<file path="src/rtl/bcd_pkg.sv">
// Shared constants, FSM encoding and digit helpers for the digit-serial BCD datapath.
package bcd_pkg;
  localparam int unsigned BCD_DIGIT_W = 4;
  localparam int unsigned BCD_MAX     = 9;
  localparam int unsigned BCD_CORR    = 6;

  typedef enum logic [1:0] {IDLE, ADD, FIX} state_t;

  // Nine's complement of one digit; wraps mod 16 for non-decimal codes.
  function automatic logic [BCD_DIGIT_W-1:0] nines(input logic [BCD_DIGIT_W-1:0] d);
    return BCD_DIGIT_W'(BCD_MAX) - d;
  endfunction
endpackage

</file>
<file path="src/rtl/bcd_digit_add.sv">
// Single corrected BCD digit adder: binary sum of x+y+cin, +6 when it reaches ten.
module bcd_digit_add
  import bcd_pkg::*;
(
  input  logic                   cin,
  input  logic [BCD_DIGIT_W-1:0] x,
  input  logic [BCD_DIGIT_W-1:0] y,
  output logic                   cout,
  output logic [BCD_DIGIT_W-1:0] s
);
  localparam int unsigned Z_W = BCD_DIGIT_W + 1;

  logic [Z_W-1:0] z_c;
  logic [Z_W-1:0] zc_c;

  always_comb begin
    z_c  = Z_W'(x) + Z_W'(y) + Z_W'(cin);
    zc_c = (z_c < Z_W'(BCD_MAX + 1)) ? z_c : z_c + Z_W'(BCD_CORR);
  end

  assign {cout, s} = zc_c;
endmodule

</file>
<file path="src/rtl/bcd_serial_addsub.sv">
// Digit-serial BCD add/subtract, LSD first, one shared digit slice; subtraction
// results are returned as sign-magnitude via an in-place ten's-complement pass.
module bcd_serial_addsub
  import bcd_pkg::*;
#(
  parameter int unsigned DIGITS = 4
) (
  input  logic                          clk,
  input  logic                          rst,
  input  logic                          start,
  input  logic                          sub,
  input  logic [BCD_DIGIT_W*DIGITS-1:0] a,
  input  logic [BCD_DIGIT_W*DIGITS-1:0] b,
  output logic                          busy,
  output logic                          done,
  output logic [BCD_DIGIT_W*DIGITS-1:0] sum,
  output logic                          cout,
  output logic                          neg,
  output logic                          invalid
);
  localparam int unsigned W     = BCD_DIGIT_W * DIGITS;
  localparam int unsigned CNT_W = $clog2(DIGITS + 1);

  state_t           state_q, state_d;
  logic [W-1:0]     a_q, a_d, b_q, b_d, res_q, res_d, sum_q, sum_d;
  logic [CNT_W-1:0] cnt_q, cnt_d;
  logic             carry_q, carry_d, sub_q, sub_d;
  logic             busy_q, busy_d, done_q, done_d;
  logic             cout_q, cout_d, neg_q, neg_d, inv_q, inv_d;

  logic [BCD_DIGIT_W-1:0] x_c, y_c, s_c;
  logic                   co_c, last_c, inv_c;
  logic [W-1:0]           res_sh_c;

  // Slice operand muxes: ADD consumes a/b, FIX complements the stored result.
  always_comb begin
    x_c = a_q[BCD_DIGIT_W-1:0];
    y_c = sub_q ? nines(b_q[BCD_DIGIT_W-1:0]) : b_q[BCD_DIGIT_W-1:0];
    if (state_q == FIX) begin
      x_c = nines(res_q[BCD_DIGIT_W-1:0]);
      y_c = '0;
    end
  end

  bcd_digit_add u_slice (
    .cin  (carry_q),
    .x    (x_c),
    .y    (y_c),
    .cout (co_c),
    .s    (s_c)
  );

  assign last_c   = (cnt_q == CNT_W'(DIGITS - 1));
  assign res_sh_c = (res_q >> BCD_DIGIT_W) | (W'(s_c) << (W - BCD_DIGIT_W));

  always_comb begin
    inv_c = 1'b0;
    for (int unsigned i = 0; i < DIGITS; i++) begin
      inv_c = inv_c
            | (a[BCD_DIGIT_W*i +: BCD_DIGIT_W] > BCD_DIGIT_W'(BCD_MAX))
            | (b[BCD_DIGIT_W*i +: BCD_DIGIT_W] > BCD_DIGIT_W'(BCD_MAX));
    end
  end

  always_ff @(posedge clk) begin
    if (rst) state_q <= IDLE;
    else     state_q <= state_d;
  end

  always_comb begin
    state_d = state_q;
    case (state_q)
      IDLE:    if (start) state_d = ADD;
      ADD:     if (last_c) state_d = (sub_q && !co_c) ? FIX : IDLE;
      FIX:     if (last_c) state_d = IDLE;
      default: state_d = IDLE;
    endcase
  end

  always_comb begin
    a_d     = a_q;
    b_d     = b_q;
    res_d   = res_q;
    cnt_d   = cnt_q;
    carry_d = carry_q;
    sub_d   = sub_q;
    busy_d  = busy_q;
    done_d  = 1'b0;
    sum_d   = sum_q;
    cout_d  = cout_q;
    neg_d   = neg_q;
    inv_d   = inv_q;
    case (state_q)
      IDLE: begin
        if (start) begin
          a_d     = a;
          b_d     = b;
          sub_d   = sub;
          carry_d = sub;
          res_d   = '0;
          cnt_d   = '0;
          busy_d  = 1'b1;
          inv_d   = inv_c;
          sum_d   = '0;
          cout_d  = 1'b0;
          neg_d   = 1'b0;
        end
      end
      ADD: begin
        a_d     = a_q >> BCD_DIGIT_W;
        b_d     = b_q >> BCD_DIGIT_W;
        res_d   = res_sh_c;
        carry_d = co_c;
        cnt_d   = cnt_q + CNT_W'(1);
        if (last_c) begin
          cnt_d = '0;
          if (sub_q && !co_c) begin
            // Borrow out: result is the complement of the magnitude.
            neg_d   = 1'b1;
            carry_d = 1'b1;
          end else begin
            busy_d = 1'b0;
            done_d = 1'b1;
            sum_d  = res_sh_c;
            cout_d = ~sub_q & co_c;
          end
        end
      end
      FIX: begin
        res_d   = res_sh_c;
        carry_d = co_c;
        cnt_d   = cnt_q + CNT_W'(1);
        if (last_c) begin
          cnt_d  = '0;
          busy_d = 1'b0;
          done_d = 1'b1;
          sum_d  = res_sh_c;
        end
      end
      default: ;
    endcase
  end

  always_ff @(posedge clk) begin
    if (rst) begin
      a_q     <= '0;
      b_q     <= '0;
      res_q   <= '0;
      cnt_q   <= '0;
      carry_q <= 1'b0;
      sub_q   <= 1'b0;
      busy_q  <= 1'b0;
      done_q  <= 1'b0;
      sum_q   <= '0;
      cout_q  <= 1'b0;
      neg_q   <= 1'b0;
      inv_q   <= 1'b0;
    end else begin
      a_q     <= a_d;
      b_q     <= b_d;
      res_q   <= res_d;
      cnt_q   <= cnt_d;
      carry_q <= carry_d;
      sub_q   <= sub_d;
      busy_q  <= busy_d;
      done_q  <= done_d;
      sum_q   <= sum_d;
      cout_q  <= cout_d;
      neg_q   <= neg_d;
      inv_q   <= inv_d;
    end
  end

  assign busy    = busy_q;
  assign done    = done_q;
  assign sum     = sum_q;
  assign cout    = cout_q;
  assign neg     = neg_q;
  assign invalid = inv_q;
endmodule

</file>
<file path="config.mk">
export PLATFORM = sky130hd
export DESIGN_NAME = bcd_serial_addsub
export DESIGN_NICKNAME = d
export VERILOG_FILES = /design/src/rtl/bcd_pkg.sv /design/src/rtl/bcd_digit_add.sv /design/src/rtl/bcd_serial_addsub.sv
export SDC_FILE = /design/constraint.sdc
export NUM_CORES = 1
export LEC_CHECK = 0
export ABC_AREA = 1
export BUFFER_PORTS_ARGS = -buffer_cell sky130_fd_sc_hd__buf_2
export CELL_PAD_IN_SITES_DETAIL_PLACEMENT = 1
export CELL_PAD_IN_SITES_GLOBAL_PLACEMENT = 2
export CORE_MARGIN = 2
export CORE_UTILIZATION = 28
export CTS_CLUSTER_DIAMETER = 40
export DETAILED_ROUTE_END_ITERATION = 8
export HOLD_SLACK_MARGIN = 0.12
export PLACE_DENSITY_LB_ADDON = 0.1
export SKIP_CTS_REPAIR_TIMING = 1
export SLEW_MARGIN = 20
export SYNTH_ARGS = -nofsm -noshare
export SYNTH_HDL_FRONTEND = slang
export SYNTH_SLANG_ARGS = --single-unit
</file>
<file path="constraint.sdc">
create_clock -name clk -period 3.22 [get_ports clk]
set_clock_uncertainty 0.15 [all_clocks]
set_input_delay 0.161 -clock clk [delete_from_list [all_inputs] [get_ports clk]]
set_output_delay 0.161 -clock clk [all_outputs]
set_load 0.01 [all_outputs]
</file>
==> results.py, run 1 <==
metrics = {
    "hold_path": {
        "hp-start": "rst",
        "timing.hold.worst.class": "in -> reg",
    },
    "worst_setup_path": {
        "cp-end-kind": "register",
        "startpoint_type": "register",
        "cpMostUsedCell": "inv_2",
        "critPathRequiredTime_ns": 3.30,
        "criticalPathCategory": "reg -> reg",
        "cp_max_fo": 5,
        "path_cells": "inv_2, ha_2, a21oi_1, o21ai_1, fa_2, inv_2, fa_2, inv_2, ha_1, inv_1, nand2_1, nand3_2, nand2_4, nand2_4, nand3_4, buf_12, buf_4, nor2_2, nor2_1",
        "critPathSlowestCell": "fa_2",
        "max_stage_delay_ns": 0.57,
        "startpoint": "state_q[0]",
        "r2r-start": "state_q[0]",
        "worst_ep_arrival_time_ns": 3.14,
    },
    "synthesis": {
        "syn_nets": 576,
        "synth_top_area_frac": 0.412,
        "ys_top_cells_by_area": "dfxtp_1, nand2_1, o21ai_0",
        "synth_area_leader_cell": "dfxtp_1",
        "synth.yosys.seq_area_share": 0.412,
        "synth_area_sq_mm": 0.00369,
        "synth_seq_cells": 76,
        "yosys_warnings": 0,
        "postSynthAreaPerCell_sq_um": 7.02,
        "synthCells": 526,
        "synth_cell_types": 29,
    },
    "grt": {
        "grt_max_degree": 49,
        "gr-total-overflow": 0,
        "grt_pass1_wl_um": 17800,
        "antenna_found_initial": 0,
        "gr-usage-all-layers": 0.158,
        "grt_pass1_vias": 3661,
    },
    "status": {
        "outcome": "finished clean",
    },
    "final_layout": {
        "drive_gt1_frac": 0.196,
        "antenna_cells": 0,
        "layoutNonFillerInstCount": 793,
        "syn2layout_area_growth_pct": 33.0,
        "final_nets": 669,
        "fillers": 1585,
    },
    "routing": {
        "ant_nets": 0,
        "route.detailed.drc": 0,
        "first_iter_violations": 128,
        "viasPerCell": 4.67,
        "drtPass1Iterations": 4,
        "drt-total-wl_um": 11000,
        "vias": 3702,
        "wl_per_cell_um": 13.8,
    },
    "clock_network": {
        "htreeDepth": 3,
        "cts_buffers": 9,
        "clock_latency_ns": 0.34,
        "numClockSinks": 76,
        "cts_buffer_depth": 2,
        "cts-root-buf": "clkbuf_16",
        "cts.reportedPaths.clkPinSlew_ns": 0.05,
        "cts_tree": "built",
    },
    "power_and_ir_drop": {
        "ir_worst_vdd_mv": 0.381,
        "p_total_mw": 5.59,
        "p_leak_nw": 2.20,
        "p_per_area_mw_per_mm2": 1140,
    },
    "floorplanning": {
        "design.die.area_sq_mm": 0.0141,
        "placeableCoreArea_sq_mm": 0.0128,
        "io_pins": 57,
        "rows": 41,
        "die_y_um": 119,
        "die_x_um": 119,
        "start_util": 0.289,
    },
    "sta": {
        "hold_viol_final": 0,
        "timing.fmax_ghz": 0.327,
        "max-slew-margin-rel": 0.593,
        "setup_ws_ns": 0.165,
        "tightest_slew_ns": 0.610,
        "period_share": 0.949,
        "drv_slew": 0,
        "min_period_ns": 3.06,
        "hold_ws_ns": 0.191,
        "tns_ns": 0,
        "setup_viol": 0,
    },
    "place": {
        "placed_cells": 740,
        "place_congestion": 0.793,
        "hpwl_um": 7710,
        "io_buffers": 56,
        "dp_slack_ns": 0.00995,
    },
    "run": {
        "maxCapViolCount": 0,
    },
}
-- routing by layer --
layer	track usage	vias to the layer above	part of all wire
li1	-	1888	-
met1	0.174	1753	0.43
met2	0.297	54	0.53
met3	0.0460	7	0.027
met4	0.0379	0	0.0097
met5	0	-	0
-- cells by family (layout without fill, tap and decap cells) --
kind of cell / Yosys count / in the layout / share of synthesized area
buffers and inverters: 83 / 178 / 0.0911
muxes: 1 / 1 / 0.00305
xor gates and xnor gates: 2 / 2 / 0.00474
AOI/OAI and AO/OA: 111 / 111 / 0.163
DFF: 76 / 76 / 0.412
and+or+nand+nor: 239 / 239 / 0.275
adders and majority gates: 14 / 14 / 0.0515
-- area by class of cell --
cell class	count	area, sq um	area share
Multi-Input combinational cell	367	1870	0.381
Sequential cell	76	1520	0.310
Timing Repair Buffer	109	848	0.173
Clock buffer	13	240	0.0489
Tap cell	172	215	0.0438
Inverter	56	210	0.0428
-- power breakdown --
part	total (mW)	leakage [nW]	internal (mW)	switching, mW
Clock	0.876	0.116	0.510	0.367
Sequential	1.41	0.625	1.25	0.156
Combinational	3.31	1.46	1.27	2.04
Total	5.59	2.20	3.03	2.56
-- worst paths after layout --
check	to	slack, ns	cells past startpoint
worst max-delay path	sum[5]	0.16	19
worst max register to register	sum[5]	0.16	19
worst min-delay path	sum[6]	0.19	3
worst min register to register	neg	0.30	2
-- synth_stat cells --
library cell,n
nand2_4,2
buf_6,1
nand2_1,149
nor2_2,11
xnor2_1,2
inv_2,4
a21oi_1,37
clkinv_1,1
a21oi_2,1
inv_1,51
buf_2,1
a41oi_1,1
a211oi_1,3
nand3_2,3
mux2_2,1
nand2_2,2
o21ai_1,1
buf_12,1
clkbuf_1,24
nand4_1,7
nor3_1,2
fa_1,2
dfxtp_1,76
nor3b_1,1
nor2_1,39
o21ai_0,44
nand3_1,23
ha_1,12
a31oi_1,24
-- layout by cell type (no fill, tap or decap), drive strengths merged, types with 12 or more instances in the layout --
cell type / instances
a31oi: 24
dlygate4sd3: 34
nor2: 50
dfxtp: 76
buf: 72
clkbuf: 16
nand2: 153
o21ai: 45
nand3: 26
inv: 55
a21oi: 38
ha: 12
-- stage by stage --
stage               area (sq um)   util
detailed placement          4190  0.328
finish                      4910  0.384
floorplan                   3690      -
global route                4910  0.384
CTS                         4430  0.347
global placement            4190  0.328
-- sequential cells by signal, summed over array words and instances, names as in the netlist --
signal and flops:
busy 1, sub_q 1, state_q 2, done 1, invalid 1, sum 16, res_q 16, neg 1
cnt_q 3, carry_q 1, b_q 16, a_q 16, cout 1
-- critical path: cells and delay by family, from the launching register on --
kind,cells,cell delay [ns]
DFF,1,0.32
adders and majority gates,4,1.15
and+or+nand+nor,7,0.59
buffers and inverters,6,0.58
AOI/OAI and AO/OA,2,0.15
Power figures use the tool's default switching activity.
==> run 2: changes to the inputs <==
Settings changed: PLACE_DENSITY set to 0.75, PLACE_DENSITY_LB_ADDON 0.1 to not set.
==> run 2 against run 1 <==
Against the previous run:
- critical path depth fell by 1
- core utilization fell by 0.14 points
- wire length rose by 0.75%
- worst hold slack got worse by 0.026 ns
- cell count fell by 0.13%
- first-iteration DRC count rose by 27%
- worst setup slack barely moved
- sequential cell count did not move
- clock-buffer cell count rose by 1
- sequential power barely moved
- sequential share of layout area rose by 0.086 points
- non-clock buffer count fell by 3
- critical endpoint is now sum[13]
- highest routed layer unchanged
==> results.py, run 2 (same netlist as run 1, synthesis figures left out) <==
metrics = {
    "status": {
        "outcome": "finished clean",
    },
    "routing": {
        "drt-total-wl_um": 11100,
        "viasPerCell": 4.65,
        "ant_nets": 0,
        "vias": 3686,
        "drtPass1Iterations": 4,
        "route.detailed.drc": 0,
        "first_iter_violations": 163,
        "wl_per_cell_um": 14.0,
    },
    "floorplanning": {
        "io_pins": 57,
        "design.die.area_sq_mm": 0.0141,
        "start_util": 0.289,
        "placeableCoreArea_sq_mm": 0.0128,
        "die_x_um": 119,
        "rows": 41,
        "die_y_um": 119,
    },
    "final_layout": {
        "final_nets": 666,
        "antenna_cells": 0,
        "drive_gt1_frac": 0.194,
        "final_util": 0.383,
        "syn2layout_area_growth_pct": 32.5,
        "final-seq-area_sq_mm": 0.00152,
        "fillers": 1633,
        "mostFrequentLayoutCells": "nand2_1, dfxtp_1, buf_2",
        "final_common_cell": "nand2_1",
        "multiInputGateArea_sq_mm": 0.00186,
    },
    "hold_path": {
        "whs_endpoint": "neg",
        "timing.hold.worst.class": "in -> reg",
        "hold_depth": 4,
        "hp-start": "start",
    },
    "worst_setup_path": {
        "rrSetupSlack_ns": 0.16,
        "criticalPathCategory": "reg -> reg",
        "reg2reg_to": "sum[13]",
        "worst_ep_arrival_time_ns": 3.14,
        "r2r-start": "state_q[0]",
        "startpoint_type": "register",
        "cp-end-kind": "register",
        "ff2ff_path_depth": 18,
        "cp_max_fo": 7,
        "critPathRequiredTime_ns": 3.30,
    },
    "grt": {
        "gr-usage-all-layers": 0.152,
        "antenna_found_initial": 0,
        "gr-total-overflow": 0,
        "grt_max_degree": 49,
        "grt_pass1_vias": 3490,
        "grt_pass1_wl_um": 17400,
    },
    "clock_network": {
        "numClockSinks": 76,
        "cts_tree": "built",
        "cts_buffers": 9,
        "clock_latency_ns": 0.33,
        "cts-root-buf": "clkbuf_16",
        "cts.reportedPaths.clkPinSlew_ns": 0.06,
        "htreeDepth": 3,
        "cts_buffer_depth": 2,
    },
    "power_and_ir_drop": {
        "ir_worst_vdd_mv": 0.464,
        "p_total_mw": 5.60,
        "power.share.sequential": 0.253,
        "p_comb_frac": 0.572,
        "p_switching_mw": 2.57,
        "p_per_area_mw_per_mm2": 1140,
        "power.internal_mw": 3.03,
        "clkPwrFrac": 0.175,
        "p_leak_nw": 2.20,
        "sw_frac_of_total": 0.459,
    },
    "place": {
        "place_congestion": 0.772,
        "io_buffers": 56,
        "hpwl_um": 7360,
    },
    "sta": {
        "drv_slew": 0,
        "setup_viol": 0,
        "timing.fmax_ghz": 0.327,
        "hold_viol_final": 0,
        "tightest_slew_ns": 0.672,
        "min_period_ns": 3.06,
        "hold_ws_ns": 0.166,
        "period_share": 0.949,
        "max-slew-margin-rel": 0.552,
    },
    "run": {
        "maxCapViolCount": 0,
    },
}
[run 2: critical path, cell delays in order (launching register included)]
cell       delay (ns)
dfxtp_1          0.32
inv_1            0.11
ha_2             0.22
nand2_1          0.07
o21ai_2          0.06
fa_2             0.21
inv_2            0.05
fa_1             0.45
xnor2_1          0.17
ha_1             0.20
inv_1            0.09
nand2_1          0.07
nand3_2          0.09
nand2_4          0.07
nand2_4          0.07
nand3_4          0.13
clkbuf_16        0.22
nor2_1           0.14
nor2_1           0.06
[run 2: per-stage QoR]
stage          area, sq um  setup TNS [ns]  instances  worst slack [ns]
3_5_place_dp          4170        -0.00469        739          -0.00458
2_1_floorplan         3690               0        526             0.144
4_1_cts               4460         -0.0554        754           -0.0256
3_3_place_gp          4170               0        739             0.113
5_1_grt               4890       -0.000872        792         -0.000872
6_report              4890               0        792             0.164
[run 2: area by class of cell]
type / count / area share
Tap cell: 172 / 0.0440
Clock inverter: 1 / 0.00102
Multi-Input combinational cell: 367 / 0.381
Sequential cell: 76 / 0.311
Timing Repair Buffer: 106 / 0.162
Clock buffer: 14 / 0.0580
Inverter: 56 / 0.0430
[run 2: worst max-delay path by stage]
stage | start | depth (start not counted) | slack, ns | to
after global routing | state_q[0] | 18 | -0.0009 | sum[13]
after floorplan | state_q[0] | 19 | 0.14 | sum[15]
after CTS | state_q[0] | 19 | -0.03 | sum[1]
final | state_q[0] | 18 | 0.16 | sum[13]
after detailed placement | state_q[0] | 19 | -0.005 | sum[4]
after global placement | state_q[0] | 19 | 0.11 | sum[6]
[run 2: power by group through the flow]
stage | Combinational [mW] | Clock (mW) | Sequential (mW)
2_1_floorplan | 2.16 | 0 | 1.42
3_3_place_gp | 2.87 | 0 | 1.42
3_5_place_dp | 2.93 | 0 | 1.43
4_1_cts | 2.95 | 1.01 | 1.41
5_1_grt | 3.68 | 1.05 | 1.46
6_report | 3.20 | 0.980 | 1.42
[run 2: per-layer routing]
metal  GRT usage  vias to the layer above  routed length [um]
li1            -                     1891                   -
met3      0.0292                       14                 234
met1       0.213                     1740                5490
met2       0.232                       41                5140
met4      0.0558                        0                 197
met5           0                        -                   0
